$ cat config.mk
export PLATFORM = sky130hd
export DESIGN_NAME = condlogic
export DESIGN_NICKNAME = d
export VERILOG_FILES = /design/src/rtl/condlogic.sv
export SDC_FILE = /design/constraint.sdc
export NUM_CORES = 1
export LEC_CHECK = 0
export CELL_PAD_IN_SITES_DETAIL_PLACEMENT = 0
export CELL_PAD_IN_SITES_GLOBAL_PLACEMENT = 2
export CORE_ASPECT_RATIO = 1.1
export CORE_UTILIZATION = 22
export CTS_CLUSTER_DIAMETER = 150
export CTS_CLUSTER_SIZE = 40
export DETAILED_ROUTE_END_ITERATION = 6
export PLACE_DENSITY = 0.89
export SYNTH_ARGS = -nofsm -noshare
export SYNTH_HDL_FRONTEND = slang
export SYNTH_SLANG_ARGS = --single-unit
$ cat constraint.sdc
create_clock -name clk -period 5.05 [get_ports clk]
set_clock_uncertainty 0.15 [all_clocks]
set_input_delay 0.505 -clock clk [delete_from_list [all_inputs] [get_ports clk]]
set_output_delay 0.505 -clock clk [all_outputs]
set_load 0.02 [all_outputs]
$ cat src/rtl/condlogic.sv
// -----------------------------------------------------------------------------
// condlogic -- conditional-execution unit of a multicycle ARM-style core.
//
// It holds the architectural flag register {N,Z,C,V}. It evaluates the
// instruction's condition field against the flags that are currently
// registered. It then gates the flag, register, memory and PC write enables
// with the result of that evaluation.
//
// The gated write enables use the condition result registered on the
// previous edge (cond_ex_delayed_q). This gives the main FSM one cycle of
// latency between evaluating a condition and committing the instruction.
//
// Ports
//   clk       in   rising-edge clock for all state
//   reset     in   synchronous, active-high reset
//   Cond      in   [3:0] instruction condition field (instr[31:28])
//   ALUFlags  in   [3:0] ALU result flags {N,Z,C,V}
//   FlagW     in   [1:0] flag-write request: [1] = NZ update, [0] = CV update
//   PCS       in   instruction writes the PC (branch or write to R15)
//   NextPC    in   unconditional PC advance request from the main FSM
//   RegW      in   register-write request from the main FSM
//   MemW      in   memory-write request from the main FSM
//   PCWrite   out  gated PC write enable
//   RegWrite  out  gated register-file write enable
//   MemWrite  out  gated memory write enable
//   Flags     out  [3:0] architectural flag register {N,Z,C,V}
//
// Configuration
//   COND_NV_NEVER_EN  When defined, Cond=1111 (NV) never executes.
//                     When undefined (the default), NV behaves exactly like AL.
// -----------------------------------------------------------------------------
module condlogic (
  input  logic       clk,
  input  logic       reset,
  input  logic [3:0] Cond,
  input  logic [3:0] ALUFlags,
  input  logic [1:0] FlagW,
  input  logic       PCS,
  input  logic       NextPC,
  input  logic       RegW,
  input  logic       MemW,
  output logic       PCWrite,
  output logic       RegWrite,
  output logic       MemWrite,
  output logic [3:0] Flags
);

  typedef enum logic [3:0] {
    COND_EQ = 4'b0000,
    COND_NE = 4'b0001,
    COND_CS = 4'b0010,
    COND_CC = 4'b0011,
    COND_MI = 4'b0100,
    COND_PL = 4'b0101,
    COND_VS = 4'b0110,
    COND_VC = 4'b0111,
    COND_HI = 4'b1000,
    COND_LS = 4'b1001,
    COND_GE = 4'b1010,
    COND_LT = 4'b1011,
    COND_GT = 4'b1100,
    COND_LE = 4'b1101,
    COND_AL = 4'b1110,
    COND_NV = 4'b1111
  } cond_e;

  logic [3:0] flags_q, flags_d;
  logic       cond_ex_delayed_q, cond_ex_delayed_d;
  logic       cond_ex;
  logic [1:0] flag_write;
  logic       flag_n, flag_z, flag_c, flag_v;

  // The condition is evaluated against the registered flags only. This means
  // a flag update in this cycle is seen by the next instruction, not this one.
  assign {flag_n, flag_z, flag_c, flag_v} = flags_q;

  // NOTE: every signal assigned in an always_comb gets a default first, so
  // an uncovered path can never infer a latch.
  always_comb begin
    cond_ex = 1'b0;
    unique case (cond_e'(Cond))
      COND_EQ: cond_ex = flag_z;
      COND_NE: cond_ex = ~flag_z;
      COND_CS: cond_ex = flag_c;
      COND_CC: cond_ex = ~flag_c;
      COND_MI: cond_ex = flag_n;
      COND_PL: cond_ex = ~flag_n;
      COND_VS: cond_ex = flag_v;
      COND_VC: cond_ex = ~flag_v;
      COND_HI: cond_ex = flag_c & ~flag_z;
      COND_LS: cond_ex = ~flag_c | flag_z;
      COND_GE: cond_ex = (flag_n == flag_v);
      COND_LT: cond_ex = (flag_n != flag_v);
      COND_GT: cond_ex = ~flag_z & (flag_n == flag_v);
      COND_LE: cond_ex = flag_z | (flag_n != flag_v);
      COND_AL: cond_ex = 1'b1;
`ifdef COND_NV_NEVER_EN
      COND_NV: cond_ex = 1'b0;
`else
      COND_NV: cond_ex = 1'b1;
`endif
      default: cond_ex = 1'b0;
    endcase
  end

  assign flag_write = FlagW & {cond_ex, cond_ex};

  // The NZ half and the CV half update independently. For example, a logical
  // op with FlagW=10 keeps the carry and overflow produced by an earlier op.
  always_comb begin
    flags_d = flags_q;
    if (flag_write[1]) flags_d[3:2] = ALUFlags[3:2];
    if (flag_write[0]) flags_d[1:0] = ALUFlags[1:0];
  end

  assign cond_ex_delayed_d = cond_ex;

  // NOTE: sequential state uses non-blocking assignments only, so every
  // register samples the pre-edge values of the others.
  always_ff @(posedge clk) begin
    if (reset) begin
      // Reset wins over a simultaneous flag write and drops any pending commit.
      flags_q           <= 4'b0000;
      cond_ex_delayed_q <= 1'b0;
    end else begin
      flags_q           <= flags_d;
      cond_ex_delayed_q <= cond_ex_delayed_d;
    end
  end

  assign Flags    = flags_q;
  assign RegWrite = RegW & cond_ex_delayed_q;
  assign MemWrite = MemW & cond_ex_delayed_q;
  // NextPC is the FSM's fetch-stage advance, so it must never be gated.
  assign PCWrite  = NextPC | (PCS & cond_ex_delayed_q);

endmodule

Word-level counts from Yosys, hierarchy flattened
Index checks and enable logic that the tools add are counted.

word-level totals
  register bits = 5
  bits of input ports = 16
  word-level logic and storage cells = 36
  output and inout bits = 7

operators by class
  reduce and logical (&&, ||, !) cells = 2
  bitwise gates (word level) = 13
  mux-type cells = 1
  equal/unequal tests = 17

operators with widths
  operator                                                               count
  4-bit equality test, second input constant                             8
  4-bit by 3-bit equality test with 1-bit output, second input constant  4
  1-bit one-hot mux with 15 select lines                                 1
  4-bit by 2-bit equality test with 1-bit output, second input constant  2
  1-bit bitwise AND                                                      5
  4-bit by 1-bit equality test with 1-bit output, second input constant  1
  4-bit zero test                                                        1
  1-bit inverter                                                         4
  1-bit bitwise OR                                                       3
  2-bit bitwise AND                                                      1
  2-bit OR reduction                                                     1
  1-bit equality test                                                    1
  1-bit != test                                                          1

Depth between registers and ports, before layout
Gate-level depths: netlist of run 1.

  word-level depth = 4
  mapped depth = 7
  depth with buffers taken out = 6

Least setup slack after synthesis of run 1
Ideal clock, no wire load.

  path kind = input to register
  start point = in Cond[3]
  end point = reg flags_q[0], in the netlist Flags[0]
  arrival = 1,637 ps
  setup time = 122 ps
  buffers on the path = 1
  setup slack = 3,141 ps
  stages = 7
  data required time = 4,778 ps
  cell sequence = buf_4 > and2_1 > o22ai_1 > xor2_1 > a311oi_2 > a21oi_2 > mux2i_1

on the way
  word-level cells in the longest chain between the ends = 4
  elaborated cells between the ends (all ways) = 19
  classes of those cells = eq/ne (15); mux (1); bitwise (1); reduce/logical (2)

ends and longest elaborated chain
  element                                   RTL line  text
  start: declaration                        35        input logic [3:0] Cond,
  4-bit equality test                       81        unique case (cond_e'(Cond))
  2-bit OR reduction (no source line)       n/a
  1-bit one-hot mux with 15 select lines *  81
  2-bit bitwise AND *                       106       assign flag_write = FlagW & {cond_ex, cond_ex};
  end signal: assignment                    126       flags_q <= flags_d;
  end: declaration                          67        logic [3:0] flags_q, flags_d;

Mark *: on every way between the ends. The rest lies on a longest branch, timed or not.
A chain may end at the register's enable or synchronous reset.

Worst setup path after layout of run 1
Same ends and word-level chain as after synthesis.

==> key figures, run 1 <==
Clocking
  – H-tree Lvls: 1
  – Clk buf depth: 2
  – Cts hold-fix bufs: 0
  – # Post-CTS Setup Buffers: 0
  – Clk root buf: clkbuf_4
  – TritonCTS clock tree: built
  – Total CTS buffers: 3
  – Worst-Skew Late Latency: 250 ps
  – Clock Pin Slew Worst Setup and Hold Paths: 50 ps
  – Clock sink total: 5
  – Post-CTS Resized: 0

Detailed routing
  – DRC viols: 0
  – Drt pass-1 iters: 6
  – Total vias in the final route: 465
  – ANT nets after route: 0
  – Initial drt markers: 10
  – Post-DR wirelength/cell: 10.9 µm
  – Routed WL: 1.14 mm
  – Drt via density: 4.43

Setup path
  – Worst setup EP type: flop
  – Critical path fanouts, max: 11
  – Most frequent CP cell: a311oi_2
  – CP Data Required Time: 5080 ps
  – Crit path kind: in2reg
  – Nature of the critical path startpoint: input pin
  – Critical path buffer and inverter count: 1
  – Crit-path max cell delay: 660 ps
  – Crit path cell chain: clkdlybuf4s50_1 -> or4b_1 -> a311oi_2 -> a311oi_2 -> a21oi_2 -> mux2i_1
  – Slowest-stage cell, CP: clkdlybuf4s50_1
  – Delay-heaviest family, CP: buffers and inverters
  – Critical path data arrival time: 2450 ps

Synthesis
  – Mapped Nets: 69
  – Primary FF master, synth: dfxtp_1
  – Yosys warns: 0
  – Unique cell type count in the Yosys netlist: 26
  – Post-synth EDFFs: 0
  – Register area share after synthesis: 21.3%
  – Cell Area, Synth: 470 µm²
  – Top cells by area, synth: dfxtp_1 21%, or2b_2 11%, mux2i_1 8.5%
  – Area leader, netlist: dfxtp_1
  – Gate Count Post-Synth: 53
  – Yosys top cell area share: 21.3%
  – Seq cells post-synth: 5
  – Syn_area_per_cell: 8.88 µm²
  – Async set-reset flop share out of synthesis: 0%

GRT
  – Largest net degree at the start of global routing: 12
  – Vias in the first global route: 356
  – Tot GR Track Use: 10.3%
  – Initial antenna violation count: 0
  – Gr ovfl total: 0
  – First-pass GRT wire length: 1.70 mm

Placement
  – DP Cell Count: 101
  – Port buffer count: 22
  – Routability congestion estimate: 0.696
  – Dpl ws: 2370 ps
  – HPWL after DPL: 856 µm

Timing
  – Hold_ws: 462 ps
  – Final Hold Viols: 0
  – Final WS setup: 2630 ps
  – Final Max Tran Viols: 0
  – Setup TNS: 0 ps
  – Slew HR: 75.7%
  – Max Clk Rate: 413 MHz
  – Final Cycle Share: 47.9%
  – Final Critical Period: 2420 ps
  – RSZ-0062 raised after global routing: false
  – # setup viols final: 0
  – Worst Tran Pin Value: 365 ps

Cells and area
  – Most common cell after layout, fill and taps aside: clkdlybuf4s50_1
  – # fillers: 209
  – Fin nets: 94
  – Final non-filler cell total: 105
  – Commonest non-fill, non-tap cells in the layout: 22 x clkdlybuf4s50_1, 6 x or2b_2, 5 x dfxtp_1
  – Antenna fix cells: 0
  – Share of layout cells above drive strength 1: 18.2%
  – Synth-to-Final Area Change: 55.9%

Floorplanning
  – Core ar.: 0.00202 mm²
  – # IOs: 23
  – Row count: 17
  – DIE AREA: 0.00233 mm²
  – Height of the die: 50.5 µm
  – DIE WIDTH: 46.1 µm
  – Initial Utilization: 23.3%

Power
  – Pwr Density: 205 mW/mm²
  – Clock share of power: 32.0%
  – Logic pwr share: 36.2%
  – Psw: 0.0000458 W
  – Leak: 0.275 nW
  – Total power: 0.000150 W
  – Cell-internal power: 0.000105 W
  – Sw Share: 30.5%
  – Worst VDD drop: 0.111 mV
  – Reg power frac: 31.8%

Worst hold path
  – Min-Delay Path Class: reg2reg

Job
  – Maxcap violations: 0

Run status
  – Run status: finished, final reports clean
worst min-delay path, stage by stage, from the launching register on:
cell	delay, ps
dfxtp_1	340
or2b_2	170
mux2i_1	50
stage by stage:
step	utilization [%]	cell area [µm²]
floorplan	-	470
global placement	35.0	707
detailed placement	35.0	707
CTS	36.3	733
global route	36.3	733
finish	36.3	733
power groups by stage:
stage | Clock, W | Combinational [W] | Sequential (W)
after global routing | 0.0000533 | 0.0000589 | 0.0000483
final | 0.0000481 | 0.0000544 | 0.0000479
after CTS | 0.0000510 | 0.0000548 | 0.0000479
after global placement | 0 | 0.0000544 | 0.0000487
after floorplan | 0 | 0.0000293 | 0.0000500
after detailed placement | 0 | 0.0000546 | 0.0000487
synth_stat cells, types with 2 or more instances:
cell / instances
a21o_1: 2
xor2_1: 3
dfxtp_1: 5
nand2_1: 2
a21oi_2: 2
mux2i_1: 4
a311oi_2: 2
nand3b_1: 3
o21ai_0: 2
and2_1: 3
nand2b_1: 4
a21oi_1: 2
or2b_2: 6
worst paths after layout:
path                               start       end  slack [ps]  depth (start not counted)
worst min-delay path            Flags[2]  Flags[2]         460                          2
worst max-delay path             Cond[3]  Flags[0]        2630                          6
worst max register to register  Flags[0]  Flags[0]        3100                          5
worst min register to register  Flags[2]  Flags[2]         460                          2
layer usage:
metal	vias to the layer above	GRT usage [%]	part of all wire (%)
li1	236	-	-
met1	209	14.0	47
met4	0	2.94	0
met5	-	0	0
met2	20	14.1	45
met3	0	5.04	7.3
cells by family (layout without fill, tap and decap cells):
family	Yosys count	count (layout)	share of synthesized area (%)
simple gates	24	24	36.4
compound gates	13	13	21.5
flops	5	5	21.3
xor+xnor	4	4	7.45
mux	4	4	8.51
buf+inv	3	27	4.79
sequential cells by signal, summed over array words and instances, names as in the netlist:
register / flops
Flags: 4
cond_ex_delayed_q: 1
cell type report:
type,instances,area [µm²],share of cell area (%)
clock buffers,4,26.3,3.58
inverters,1,3.75,0.512
multi-input cells,45,348,47.4
flip-flops and latches,5,100,13.7
well taps,28,35.0,4.78
repair buffers,22,220,30.0
Note: power is estimated with default switching activity, not from simulation.
==> run 2, diff against run 1 <==
- CORE_UTILIZATION: 22 -> 19
- PLACE_DENSITY: 0.89 -> 0.83
- clock period: 5.05 -> 2.1 ns (I/O delays scaled with it)
==> run 2 against run 1 <==
Effect of this change:
- register-to-register slack worse by 2900 ps
- first-iteration DRC count is 90% lower
- total power is 140% higher
- global-route usage is 1.8 points lower
- flip-flop and latch count stayed put
- largest power group unchanged
- highest routed layer unchanged
==> key figures, run 2 (synthesis gave the netlist of run 1 again) <==
Floorplanning
  – Initial Utilization: 20.5% (-2.8 points)
  – Core ar.: 0.00230 mm² (+14%)
  – # IOs: 23 (unchanged)
  – Height of the die: 54.2 µm (+7.3%)
  – DIE AREA: 0.00268 mm² (+15%)
  – Row count: 18 (+1)
  – DIE WIDTH: 49.4 µm (+7.3%)

Setup path
  – Nature of the critical path startpoint: input pin
  – CP Data Required Time: 2120 ps (-2960 ps)
  – Critical path data arrival time: 1980 ps (-470 ps)
  – Crit path kind: in2reg
  – Critical path fanouts, max: 6 (-5)
  – Delay-heaviest family, CP: compound AO/OA/AOI/OAI gates
  – Slowest-stage cell, CP: or4b_1
  – Most frequent CP cell: a311oi_2
  – Critical path buffer and inverter count: 1 (unchanged)
  – Crit-path max cell delay: 520 ps (-140 ps)
  – Worst setup EP type: flop
  – Crit path cell chain: clkdlybuf4s50_1 -> or4b_1 -> a311oi_2 -> a311oi_2 -> a21oi_2 -> mux2i_1

GRT
  – Largest net degree at the start of global routing: 10 (-2)
  – Tot GR Track Use: 8.45% (-1.8 points)
  – Initial antenna violation count: 0 (unchanged)
  – Vias in the first global route: 418 (+17%)
  – First-pass GRT wire length: 1.73 mm (+2.0%)
  – Gr ovfl total: 0 (unchanged)

Placement
  – Dpl ws: -126 ps (-2500 ps)
  – DP Cell Count: 109 (+7.9%)
  – Routability congestion estimate: 0.733 (+5.4%)
  – Port buffer count: 22 (unchanged)

Detailed routing
  – Total vias in the final route: 478 (+2.8%)
  – DRC viols: 0 (unchanged)
  – ANT nets after route: 0 (unchanged)
  – Post-DR wirelength/cell: 9.70 µm (-11%)
  – Initial drt markers: 1 (-9)
  – Routed WL: 1.10 mm (-4.2%)
  – Drt via density: 4.23 (-4.5%)
  – Drt pass-1 iters: 3 (-3)

Clocking
  – Cts hold-fix bufs: 0 (unchanged)
  – Total CTS buffers: 3 (unchanged)
  – Worst-Skew Late Latency: 240 ps (about the same)
  – Clock Pin Slew Worst Setup and Hold Paths: 40 ps (about the same)
  – Post-CTS Resized: 0 (unchanged)
  – Clk buf depth: 2 (unchanged)
  – # Post-CTS Setup Buffers: 0 (unchanged)
  – Clk root buf: clkbuf_4
  – Clock sink total: 5 (unchanged)
  – TritonCTS clock tree: built
  – H-tree Lvls: 1 (unchanged)

Cells and area
  – Multi-input logic area: 348 µm² (unchanged)
  – Synth-to-Final Area Change: 66.0%
  – Most common cell after layout, fill and taps aside: clkdlybuf4s50_1
  – FF+latch area: 100 µm² (unchanged)
  – # fillers: 250 (+20%)
  – Max reg flops: 4 (unchanged)
  – Final non-filler cell total: 113 (+7.6%)
  – Fin nets: 100 (+6.4%)
  – Commonest non-fill, non-tap cells in the layout: 22 x clkdlybuf4s50_1, 6 x or2b_2, 6 x buf_4
  – Antenna fix cells: 0 (unchanged)
  – Share of layout cells above drive strength 1: 24.1% (+5.9 points)

Power
  – Leak: 0.304 nW (+11%)
  – Worst VDD drop: 0.364 mV (+230%)
  – Pwr Density: 470 mW/mm² (+130%)

Timing
  – Slew HR: 75.6% (-0.14 points)
  – Final WS setup: 142 ps (-2490 ps)
  – Worst Tran Pin Value: 367 ps (+2.17 ps)
  – Final Critical Period: 1960 ps
  – Hold_ws: 405 ps (-57.3 ps)
  – Final Hold Viols: 0 (unchanged)
  – # setup viols final: 0 (unchanged)
  – Final Max Tran Viols: 0 (unchanged)
  – RSZ-0062 raised after global routing: false
  – Max Clk Rate: 511 MHz
  – Final Cycle Share: 93.2%

Job
  – Maxcap violations: 0 (unchanged)

Worst hold path
  – Min-Delay Path Class: in2reg

Run status
  – Run status: finished, final reports clean
==> run 2: layout make-up <==
cell class,count,area share (%)
clock buffers,4,3.37
inverters,1,0.481
multi-input cells,45,44.6
flip-flops and latches,5,12.8
well taps,30,4.81
repair buffers,28,34.0
==> run 2: routing by layer <==
metal	global-route usage (%)	routed length (µm)
met5	0	0
met4	0	0
met3	3.67	66
met2	15.1	518
met1	10.0	511
==> run 2: stage by stage <==
stage          util [%]  setup TNS (ps)  power (W)  area, µm²
6_report           34.0               0   0.000367        781
5_1_grt            34.0               0   0.000390        781
4_1_cts            34.0               0   0.000374        781
3_5_place_dp       32.8            -451   0.000257        754
3_3_place_gp       32.8            -302   0.000258        754
2_1_floorplan         -               0   0.000191        470
==> run 2: report_power, final <==
group | internal, W | leakage [nW] | switching, W
Sequential | 0.000103 | 0.0411 | 0.00000946
Combinational | 0.0000837 | 0.248 | 0.0000580
Clock | 0.0000719 | 0.0150 | 0.0000403
Total | 0.000259 | 0.304 | 0.000108
==> run 2: path summary, 6_finish.rpt <==
check,start,cells after the start,slack [ps],end
min,ALUFlags[2],3,400,Flags[2]
max,Cond[2],6,140,Flags[0]
min reg2reg,Flags[1],2,450,Flags[1]
max reg2reg,Flags[3],5,200,Flags[0]
==> run 2: worst reg2reg max path: stages, from the launching register on <==
cell	delay, ps
dfxtp_1	370
or4b_1	540
a311oi_2	230
a311oi_2	110
a21oi_2	230
mux2i_1	190
==> run 3, diff against run 2 <==
- CORE_MARGIN: not set -> 2
==> run 3 against run 2 <==
Effect of this change:
- global-route usage is 0.26 points higher
- die area is 7.9% higher
- via count is 4.0% lower
- routed wire length is 12% higher
- combinational power hardly changed
- clock power hardly changed
- design area is 0.96% higher
- first-iteration DRC count grew to 10 times the previous value
- highest routed layer is now met4
- setup slack better by 31 ps
- largest cell class unchanged
- count of clock-buffer cells in the layout stayed put
==> key figures, run 3 (synthesis gave the netlist of run 1 again) <==
Clocking
  – Clk root buf: clkbuf_4
  – Worst-Skew Late Latency: 250 ps (about the same)
  – Cts hold-fix bufs: 0 (unchanged)
  – H-tree Lvls: 1 (unchanged)
  – Clk buf depth: 2 (unchanged)
  – Clock Pin Slew Worst Setup and Hold Paths: 50 ps (about the same)
  – Clock sink total: 5 (unchanged)
  – # Post-CTS Setup Buffers: 0 (unchanged)
  – Total CTS buffers: 3 (unchanged)
  – Post-CTS Resized: 0 (unchanged)
  – TritonCTS clock tree: built

Setup path
  – Nature of the critical path startpoint: input pin
  – Critical path data arrival time: 1960 ps (-20 ps)
  – Reg-to-Reg Start: Flags[0]
  – CP Data Required Time: 2130 ps (about the same)
  – Reg-to-reg setup timing slack: 180 ps (-20 ps)
  – Crit path kind: in2reg
  – Critical path fanouts, max: 4 (-2)
  – R2R depth: 5 (unchanged)
  – Worst setup EP type: flop
  – R2R Path End: Flags[3]

Placement
  – Routability congestion estimate: 0.747 (+2.0%)
  – HPWL after DPL: 944 µm
  – Port buffer count: 22 (unchanged)
  – Dpl ws: -110 ps (+16.4 ps)

GRT
  – Vias in the first global route: 435 (+4.1%)
  – Tot GR Track Use: 8.71% (+0.26 points)
  – First-pass GRT wire length: 1.90 mm (+9.6%)
  – Gr ovfl total: 0 (unchanged)
  – Largest net degree at the start of global routing: 10 (unchanged)
  – Initial antenna violation count: 0 (unchanged)

Worst hold path
  – Cells on Worst Hold Path: 3 (unchanged)
  – Min-Delay Path Class: in2reg
  – Min-delay src: ALUFlags[2]
  – Min-Delay Endpoint: Flags[2]

Run status
  – Run status: finished, final reports clean

Timing
  – Final Cycle Share: 91.8% (-1.5 points)
  – # setup viols final: 0 (unchanged)
  – Final Hold Viols: 0 (unchanged)
  – Final WS setup: 173 ps (+31.0 ps)
  – Worst Tran Pin Value: 370 ps (+3.53 ps)
  – Max Clk Rate: 519 MHz (+1.6%)
  – RSZ-0062 raised after global routing: false
  – Final Critical Period: 1930 ps (-31.0 ps)
  – Slew HR: 75.3% (-0.24 points)
  – Final Max Tran Viols: 0 (unchanged)
  – Hold_ws: 397 ps (-7.80 ps)

Power
  – Psw: 0.000111 W (+2.8%)
  – Cell-internal power: 0.000260 W (+0.51%)
  – Sw Share: 29.8% (+0.48 points)
  – Pwr Density: 471 mW/mm² (+0.23%)
  – Clock share of power: 30.8% (+0.2 points)
  – Total power: 0.000371 W (+1.2%)
  – Logic pwr share: 38.6% (about the same)
  – Reg power frac: 30.6% (-0.2 points)
  – Worst VDD drop: 0.364 mV (about the same)
  – Leak: 0.310 nW (+1.7%)

Cells and area
  – Most common cell after layout, fill and taps aside: clkdlybuf4s50_1
  – Max reg flops: 4 (unchanged)
  – Commonest non-fill, non-tap cells in the layout: 22 x clkdlybuf4s50_1, 7 x buf_4, 6 x or2b_2
  – Antenna fix cells: 0 (unchanged)
  – Final core area utilization: 34.3% (+0.33 points)
  – Synth-to-Final Area Change: 67.6%
  – Fin nets: 101 (+1.0%)
  – Share of layout cells above drive strength 1: 25.0% (+0.90 points)

Floorplanning
  – Core ar.: 0.00230 mm² (unchanged)
  – # IOs: 23 (unchanged)
  – Row count: 18 (unchanged)
  – DIE AREA: 0.00289 mm² (+7.9%)
  – DIE WIDTH: 51.4 µm (+4.0%)
  – Height of the die: 56.2 µm (+3.7%)
  – Initial Utilization: 20.5% (unchanged)

Detailed routing
  – Drt via density: 4.03 (-4.8%)
  – DRC viols: 0 (unchanged)
  – ANT nets after route: 0 (unchanged)
  – Routed WL: 1.23 mm (+12%)
  – Drt pass-1 iters: 4 (+1)
  – Total vias in the final route: 459 (-4.0%)
  – Initial drt markers: 10 (+9)
  – Post-DR wirelength/cell: 10.8 µm (+11%)

Job
  – Maxcap violations: 0 (unchanged)
[run 3: cell types whose count changed in the layout (fill, tap and decap cells not counted)]
cell / delta
buf_4: +1
[run 3: routing by layer]
layer,part of all wire (%),up-vias,wire length [µm],global-route usage (%)
li1,-,251,-,-
met1,47,188,576,10.9
met2,43,18,525,12.5
met3,9.0,2,111,4.57
met4,1.1,0,14,3.38
met5,0,-,0,0
[run 3: critical path, cell delays in order]
cell,delay [ps]
clkdlybuf4s50_1,510
or4b_1,460
a311oi_2,240
a311oi_2,110
a21oi_2,230
mux2i_1,190
[run 3: layout make-up]
| class | count | area [µm²] |
|---|---|---|
| inverters | 1 | 3.75 |
| well taps | 30 | 37.5 |
| fillers | 265 | 1510 |
| flip-flops and latches | 5 | 100 |
| multi-input cells | 45 | 348 |
| clock buffers | 4 | 26.3 |
| repair buffers | 29 | 273 |
[run 3: power by group through the flow]
stage,Sequential (W),Clock (W),Combinational [W]
final,0.000114,0.000114,0.000143
after global routing,0.000115,0.000129,0.000154
after CTS,0.000114,0.000119,0.000145
after detailed placement,0.000115,0,0.000143
after global placement,0.000116,0,0.000143
after floorplan,0.000120,0,0.0000704
[run 3: how the worst max path moves through the flow]
| stage | from | endpoint | slack [ps] | cells after the start |
|---|---|---|---|---|
| final | Cond[3] | Flags[3] | 170 | 6 |
| after global routing | Flags[0] | Flags[1] | 60 | 5 |
| after CTS | Cond[3] | Flags[3] | 150 | 6 |
| after detailed placement | Cond[3] | Flags[3] | -110 | 6 |
| after global placement | Cond[3] | Flags[2] | -60 | 6 |
| after floorplan | Flags[0] | Flags[0] | 210 | 5 |
[run 3: per-stage QoR]
stage / cells / TNS [ps] / instance area, µm²
finish: 114 / 0 / 788
CTS: 114 / 0 / 788
global placement: 110 / -207 / 762
floorplan: 53 / 0 / 470
global route: 114 / 0 / 788
detailed placement: 110 / -386 / 762
